==> src/rtl/micro_hash_pkg.sv <==
// Shared constants and state type for the micro hash miner controller and its helpers.
package micro_hash_pkg;

   localparam int BYTE            = 8;
   localparam int PAYLOAD_BYTES   = 12;
   localparam int NONCE_LSB_BYTE  = 12;
   localparam int BLOCK_BYTES     = 16;
   localparam int HASH_BYTES      = 3;
   localparam int DEFAULT_TIMEOUT = 127;

   typedef enum logic [1:0] {
      ST_IDLE = 2'd0,
      ST_LOAD = 2'd1,
      ST_RUN  = 2'd2,
      ST_DONE = 2'd3
   } state_e;

endpackage

==> src/rtl/micro_hash_miner_ctrl_if.sv <==
// Controller <-> hash core bus: block/next/finished towards the core, h/valid_out back.
interface micro_hash_miner_ctrl_if #(
   parameter int BYTE = micro_hash_pkg::BYTE
) ();

   logic [16*BYTE-1:0] block;
   logic               next;
   logic               finished;
   logic [3*BYTE-1:0]  h;
   logic               valid_out;

   modport master (output block, output next, output finished, input h, input valid_out);
   modport slave  (input block, input next, input finished, output h, output valid_out);

endinterface

==> src/rtl/micro_hash_block_builder.sv <==
// Packs a 12-byte payload and a 32-bit nonce (little-endian, bytes 12..15) into a core block.
module micro_hash_block_builder
   import micro_hash_pkg::*;
#(
   parameter int BYTE = micro_hash_pkg::BYTE
) (
   input  logic [PAYLOAD_BYTES*BYTE-1:0] i_payload,
   input  logic [31:0]                   i_nonce,
   output logic [BLOCK_BYTES*BYTE-1:0]   o_block
);

   assign o_block[PAYLOAD_BYTES*BYTE-1:0] = i_payload;

   // Each nonce octet lands in its own byte lane, zero-extended when BYTE is wider than 8.
   for (genvar b = 0; b < 4; b++) begin : g_nonce
      assign o_block[(NONCE_LSB_BYTE+b)*BYTE +: BYTE] = BYTE'(i_nonce[b*8 +: 8]);
   end

endmodule

==> src/rtl/micro_hash_miner_ctrl.sv <==
// Nonce-search controller: sequences one hash core through LOAD/RUN attempts until the
// target is met, the nonce range is exhausted, or the core stops answering.
module micro_hash_miner_ctrl
   import micro_hash_pkg::*;
#(
   parameter int BYTE    = micro_hash_pkg::BYTE,
   parameter int TIMEOUT = micro_hash_pkg::DEFAULT_TIMEOUT
) (
   input  logic                 clk,
   input  logic                 reset,
   input  logic                 start,
   input  logic                 abort,
   input  logic [12*BYTE-1:0]   payload,
   input  logic [31:0]          nonce_start,
   input  logic [31:0]          nonce_last,
   input  logic [BYTE-1:0]      target,
   micro_hash_miner_ctrl_if.master core,
   output logic                 busy,
   output logic                 done,
   output logic                 found,
   output logic                 timeout_err,
   output logic [31:0]          nonce_out,
   output logic [3*BYTE-1:0]    hash_out,
   output logic [31:0]          attempts
);

   localparam logic [7:0] TMO_LIMIT = 8'(TIMEOUT - 1);

   state_e                r_state;
   logic [12*BYTE-1:0]    r_payload;
   logic [31:0]           r_nonce;
   logic [31:0]           r_nonce_last;
   logic [BYTE-1:0]       r_target;
   logic [7:0]            r_tmo_cnt;
   logic                  r_found;
   logic                  r_timeout_err;
   logic [31:0]           r_nonce_out;
   logic [3*BYTE-1:0]     r_hash_out;
   logic [31:0]           r_attempts;
   logic                  w_meet;

   assign w_meet = core.h[3*BYTE-1 -: BYTE] < r_target;

   micro_hash_block_builder #(.BYTE(BYTE)) u_block_builder (
      .i_payload (r_payload),
      .i_nonce   (r_nonce),
      .o_block   (core.block)
   );

   // NOTE: every register uses non-blocking assignments so all state updates see pre-edge values.
   always_ff @(posedge clk) begin
      if (reset) begin
         r_state       <= ST_IDLE;
         r_payload     <= '0;
         r_nonce       <= '0;
         r_nonce_last  <= '0;
         r_target      <= '0;
         r_tmo_cnt     <= '0;
         r_found       <= 1'b0;
         r_timeout_err <= 1'b0;
         r_nonce_out   <= '0;
         r_hash_out    <= '0;
         r_attempts    <= '0;
      end else begin
         case (r_state)
            ST_IDLE: begin
               if (start) begin
                  r_payload     <= payload;
                  r_nonce       <= nonce_start;
                  r_nonce_last  <= nonce_last;
                  r_target      <= target;
                  r_attempts    <= '0;
                  r_found       <= 1'b0;
                  r_timeout_err <= 1'b0;
                  r_state       <= ST_LOAD;
               end
            end
            ST_LOAD: begin
               if (abort) begin
                  r_state <= ST_IDLE;
               end else begin
                  // The LOAD cycle counts as the first elapsed cycle of the attempt.
                  r_tmo_cnt <= 8'd1;
                  r_state   <= ST_RUN;
               end
            end
            ST_RUN: begin
               if (abort) begin
                  r_state <= ST_IDLE;
               end else if (core.valid_out) begin
                  r_hash_out  <= core.h;
                  r_nonce_out <= r_nonce;
                  r_attempts  <= r_attempts + 32'd1;
                  if (w_meet) begin
                     r_found <= 1'b1;
                     r_state <= ST_DONE;
                  end else if (r_nonce == r_nonce_last) begin
                     r_found <= 1'b0;
                     r_state <= ST_DONE;
                  end else begin
                     r_nonce <= r_nonce + 32'd1;
                     r_state <= ST_LOAD;
                  end
               end else if (r_tmo_cnt == TMO_LIMIT) begin
                  r_timeout_err <= 1'b1;
                  r_state       <= ST_DONE;
               end else begin
                  r_tmo_cnt <= r_tmo_cnt + 8'd1;
               end
            end
            ST_DONE: r_state <= ST_IDLE;
            default: r_state <= ST_IDLE;
         endcase
      end
   end

   assign core.next     = (r_state == ST_LOAD);
   assign core.finished = (r_state == ST_IDLE) || (r_state == ST_DONE);
   assign busy          = (r_state == ST_LOAD) || (r_state == ST_RUN);
   assign done          = (r_state == ST_DONE);
   assign found         = r_found;
   assign timeout_err   = r_timeout_err;
   assign nonce_out     = r_nonce_out;
   assign hash_out      = r_hash_out;
   assign attempts      = r_attempts;

endmodule

==> src/flat_wrapper.sv <==
// flat-port wrapper written by rule: the top's interface ports become plain ports
module micro_hash_miner_ctrl_flat import micro_hash_pkg::*;
#(
   parameter int BYTE    = micro_hash_pkg::BYTE,
   parameter int TIMEOUT = micro_hash_pkg::DEFAULT_TIMEOUT
)
  (clk, reset, start, abort, payload, nonce_start, nonce_last, target, busy, done, found, timeout_err, nonce_out, hash_out, attempts, core_block, core_next, core_finished, core_h, core_valid_out);
  micro_hash_miner_ctrl_if #(.BYTE(BYTE)) core_i ();
  input  logic clk;
  input  logic reset;
  input  logic start;
  input  logic abort;
  input  logic [12*BYTE-1:0] payload;
  input  logic [31:0] nonce_start;
  input  logic [31:0] nonce_last;
  input  logic [BYTE-1:0] target;
  output logic busy;
  output logic done;
  output logic found;
  output logic timeout_err;
  output logic [31:0] nonce_out;
  output logic [3*BYTE-1:0] hash_out;
  output logic [31:0] attempts;
  output wire logic [$bits(core_i.block)-1:0] core_block;
  output wire logic [$bits(core_i.next)-1:0] core_next;
  output wire logic [$bits(core_i.finished)-1:0] core_finished;
  input wire logic [$bits(core_i.h)-1:0] core_h;
  input wire logic [$bits(core_i.valid_out)-1:0] core_valid_out;
  assign core_block = core_i.block;
  assign core_next = core_i.next;
  assign core_finished = core_i.finished;
  assign core_i.h = core_h;
  assign core_i.valid_out = core_valid_out;
  micro_hash_miner_ctrl #(.BYTE(BYTE), .TIMEOUT(TIMEOUT)) u_core (.clk(clk), .reset(reset), .start(start), .abort(abort), .payload(payload), .nonce_start(nonce_start), .nonce_last(nonce_last), .target(target), .core(core_i), .busy(busy), .done(done), .found(found), .timeout_err(timeout_err), .nonce_out(nonce_out), .hash_out(hash_out), .attempts(attempts));
endmodule
==> config.mk <==
export PLATFORM = sky130hd
export DESIGN_NAME = micro_hash_miner_ctrl_flat
export DESIGN_NICKNAME = d
export VERILOG_FILES = /design/src/rtl/micro_hash_pkg.sv /design/src/rtl/micro_hash_miner_ctrl_if.sv /design/src/rtl/micro_hash_block_builder.sv /design/src/rtl/micro_hash_miner_ctrl.sv /design/src/flat_wrapper.sv
export SDC_FILE = /design/constraint.sdc
export NUM_CORES = 1
export LEC_CHECK = 0
export BUFFER_PORTS_ARGS = -buffer_cell sky130_fd_sc_hd__buf_2
export CAP_MARGIN = 15
export CORE_AREA = 2 2 164 166
export DETAILED_ROUTE_END_ITERATION = 12
export DIE_AREA = 0 0 166 168
export PLACE_DENSITY = 0.76
export SETUP_SLACK_MARGIN = 0.2
export SYNTH_ARGS = -nofsm -noshare
export SYNTH_HDL_FRONTEND = slang
export SYNTH_HIERARCHICAL = 1
export SYNTH_SLANG_ARGS = --single-unit
==> constraint.sdc <==
create_clock -name clk -period 3 [get_ports clk]
set_input_delay 0.6 -clock clk [delete_from_list [all_inputs] [get_ports clk]]
set_output_delay 0.6 -clock clk [all_outputs]
set_load 0.01 [all_outputs]
==> out/summary.json <==
{
  "timing.max_cap.violations": {"value": 0},
  "worst_setup_path_startpoint": {"value": "u_core/r_target[1]"},
  "finalSetupTns": {"value": 0, "unit": "ps"},
  "drt_iter0_markers": {"value": 1118},
  "worstHoldPathCells": {"value": 3},
  "grt_start_max_net_pins": {"value": 137},
  "clk_pin_slew": {"value": 60, "unit": "ps"},
  "placementRows": {"value": 60},
  "timing.clock.skew": {"value": 10.7, "unit": "ps"},
  "cell_type_contributing_the_most_total_cell_area_after_synthesis": {"value": "sky130_fd_sc_hd__dfxtp_1"},
  "die_ar": {"value": 27900, "unit": "sq um"},
  "rr_endpoint": {"value": "u_core/r_nonce[14]"},
  "ys_top_cells_by_area": {"value": "sky130_fd_sc_hd__dfxtp_1 44%, sky130_fd_sc_hd__nand2_1 13%, sky130_fd_sc_hd__a21oi_1 8.9%"},
  "crit_path_arrival_time": {"value": 3080, "unit": "ps"},
  "run_status": {"value": "complete, no violations"},
  "seq_area_frac_synth": {"value": 43.6, "unit": "%"},
  "required": {"value": 3440, "unit": "ps"},
  "synth_edf_count": {"value": 0},
  "chipHeight": {"value": 168, "unit": "um"},
  "reg_to_reg_setup_timing_slack": {"value": 360, "unit": "ps"},
  "cp_max_fo": {"value": 8},
  "gpl.final_weighted_congestion": {"value": 0.913},
  "vdd.ir_drop.worst": {"value": 0.404, "unit": "mV"},
  "worstReg2RegStart": {"value": "u_core/r_target[1]"},
  "synth_top_flop_cell": {"value": "sky130_fd_sc_hd__dfxtp_1"},
  "io_buffer_count": {"value": 418},
  "min_period_over_period": {"value": 87.9, "unit": "%"},
  "clock_tree.htree_level_count": {"value": 1},
  "final_net_count": {"value": 2038},
  "commonest_cells_after_routing_fill_and_taps_aside": {"value": "429 x sky130_fd_sc_hd__nand2_1, 417 x sky130_fd_sc_hd__buf_2, 268 x sky130_fd_sc_hd__dfxtp_1"},
  "drt_wl_total": {"value": 38.1, "unit": "mm"},
  "tritoncts": {"value": "yes"},
  "wire_per_inst": {"value": 17.4, "unit": "um"},
  "synth.top_cell.area_share": {"value": 43.6, "unit": "%"},
  "first_pass_grt_wire_length": {"value": 58.7, "unit": "mm"},
  "end_kind": {"value": "flip-flop"},
  "slew_headroom": {"value": 53.6, "unit": "%"},
  "worst_skew_pair.late_latency": {"value": 540, "unit": "ps"},
  "ant_nets": {"value": 0},
  "dr.pass1.iters": {"value": 8},
  "synthesis.instances": {"value": 1567},
  "report.final.slew_viol_count": {"value": 0},
  "power_density": {"value": 606, "unit": "nW/um^2"},
  "dpl-instance-area": {"value": 13800, "unit": "sq um"},
  "clockBufferDepth": {"value": 3},
  "worst_slew_pin_slew": {"value": 696, "unit": "ps"},
  "timing.final.hold_violations": {"value": 0},
  "ys_ff_latch": {"value": 268},
  "setup_repair_after_global_routing_missed_its_margin": {"value": "no"},
  "synthArstFlopShare": {"value": 0, "unit": "%"},
  "initial_core_util": {"value": 46.7, "unit": "%"},
  "core_area": {"value": 26400, "unit": "sq um"},
  "grt_remaining_overflow": {"value": 0},
  "static-leakage-power": {"value": 6.37, "unit": "nW"},
  "post_cts_hold_buffer_count": {"value": 0},
  "worstHoldStart": {"value": "payload[91]"},
  "area.growth.synth_to_final": {"value": 19.7, "unit": "%"},
  "setup_viol_count_final": {"value": 0},
  "synth.avg_cell_area": {"value": 7.86, "unit": "sq um"},
  "io_pins": {"value": 419},
  "routed-via-count": {"value": 11700},
  "dieWidth": {"value": 166, "unit": "um"},
  "global_route.usage.total": {"value": 25.8, "unit": "%"},
  "worst_hold_path_type": {"value": "input port to flip-flop"},
  "cts-root-buf": {"value": "sky130_fd_sc_hd__clkbuf_16"},
  "worstRegToRegCells": {"value": 8},
  "synth_warn": {"value": 6},
  "grt_antenna_before_repair": {"value": 6},
  "postCtsSetupBuffers": {"value": 0},
  "fmax": {"value": 379, "unit": "MHz"},
  "grt_pass1_vias": {"value": 10800},
  "cts-resized-gates": {"value": 0},
  "postSynthNetCount": {"value": 1779},
  "cts.sink_count": {"value": 268},
  "setup.worst_path.class": {"value": "flip-flop to flip-flop"},
  "worst_setup_sp_type": {"value": "flip-flop"},
  "route.detailed.vias_per_inst": {"value": 5.36},
  "dp_hpwl": {"value": 27.3, "unit": "mm"},
  "post_synth_num_cell_types": {"value": 67},
  "synth.cell_area": {"value": 12300, "unit": "sq um"},
  "drive_above_1_share": {"value": 29.0, "unit": "%"},
  "final_period_minus_worst_setup_slack": {"value": 2640, "unit": "ps"},
  "drc": {"value": 0},
  "hold-path-endpoint": {"value": "u_core/r_payload[91]"},
  "final_common_cell": {"value": "sky130_fd_sc_hd__nand2_1"},
  "stdcell_area": {"value": 14700, "unit": "sq um"},
  "cts_inserted_buffers": {"value": 29}
}
## layout make-up
type	instances	area, sq um
fill	2501	11600
multi-input combinational	1039	5440
sequential	268	5370
timing repair buffer	461	2460
clock buffer	43	818
tap	341	427
clock inverter	8	121
inverter	27	101
antenna	4	10.0
## power by group
group	switching, mW	internal, mW	leakage, nW
Combinational	0.866	0.583	3.73
Sequential	0.173	3.76	2.19
Clock	1.41	2.13	0.457
## sequential cells by signal (all words and copies together), names as in the netlist, 2 cells and up
signal / count
u_core/nonce_out: 32
u_core/attempts: 32
u_core/r_target: 8
u_core/r_payload: 96
u_core/hash_out: 24
u_core/r_state: 2
u_core/r_nonce_last: 32
u_core/r_nonce: 32
u_core/r_tmo_cnt: 8
## cells by family (layout without fill, tap and decap cells)
group           count (synthesis)  count (layout)  synth area share [%]
simple gates                  633             633                  21.9
xor+xnor                       68              68                  4.90
buf+inv                       260             539                  12.4
fa+ha+maj                      15              15                  1.52
other cells                     0               4                     0
flops                         268             268                  43.6
compound gates                313             313                  14.8
mux                            10              10                 0.854
## Yosys cell counts (15+ instances only)
cell type and instances:
sky130_fd_sc_hd__xor2_1 24, sky130_fd_sc_hd__ha_1 15, sky130_fd_sc_hd__dfxtp_1 268, sky130_fd_sc_hd__xnor2_1 43, sky130_fd_sc_hd__nand2_1 431, sky130_fd_sc_hd__o21ai_0 27, sky130_fd_sc_hd__nand4_1 26, sky130_fd_sc_hd__a21oi_1 220
sky130_fd_sc_hd__inv_1 26, sky130_fd_sc_hd__nor2_1 72, sky130_fd_sc_hd__clkbuf_1 78, sky130_fd_sc_hd__buf_4 130, sky130_fd_sc_hd__nor3_1 18, sky130_fd_sc_hd__nand3_1 26
## metrics by stage
| stage | setup WS (ps) | instances | util [%] | total power, mW | hold slack, ps |
|---|---|---|---|---|---|
| floorplan | 502 | 1567 | - | 5.02 | 436 |
| global placement | 80.9 | 2136 | 52.3 | 5.42 | 438 |
| detailed placement | 46.5 | 2136 | 52.3 | 5.45 | 443 |
| CTS | 396 | 2187 | 55.9 | 9.01 | 264 |
| global route | 226 | 2191 | 55.9 | 9.30 | 270 |
| finish | 363 | 2191 | 55.9 | 8.93 | 290 |
## worst max path at each step
stage / slack [ps] / endpoint / cells after the start
6_report: 360 / u_core/r_nonce[14] / 8
5_1_grt: 230 / u_core/r_nonce[17] / 9
4_1_cts: 400 / u_core/r_nonce[14] / 8
3_5_place_dp: 50 / u_core/r_nonce[24] / 9
3_3_place_gp: 80 / u_core/r_nonce[25] / 9
2_1_floorplan: 500 / u_core/r_nonce[14] / 8
## critical path, stage by stage (launching register included)
cell and delay [ps]:
sky130_fd_sc_hd__dfxtp_1 330, sky130_fd_sc_hd__inv_1 40, sky130_fd_sc_hd__ha_1 260, sky130_fd_sc_hd__a2111o_1 380, sky130_fd_sc_hd__a31oi_2 360, sky130_fd_sc_hd__a21oi_2 180, sky130_fd_sc_hd__a21oi_4 340, sky130_fd_sc_hd__mux2_2 370
sky130_fd_sc_hd__a311oi_1 250
## metal layers
metal  share of wire (%)  wire length [um]  vias up  global-route usage [%]
li1                    -                 -     5607                       -
met1                  40             15200     5454                    33.3
met2                  47             18000      582                    42.2
met3                 9.2              3500       88                    5.76
met4                 3.8              1430        2                    10.3
met5               0.034                13        -                       0
Note: power is estimated with default switching activity, not from simulation.
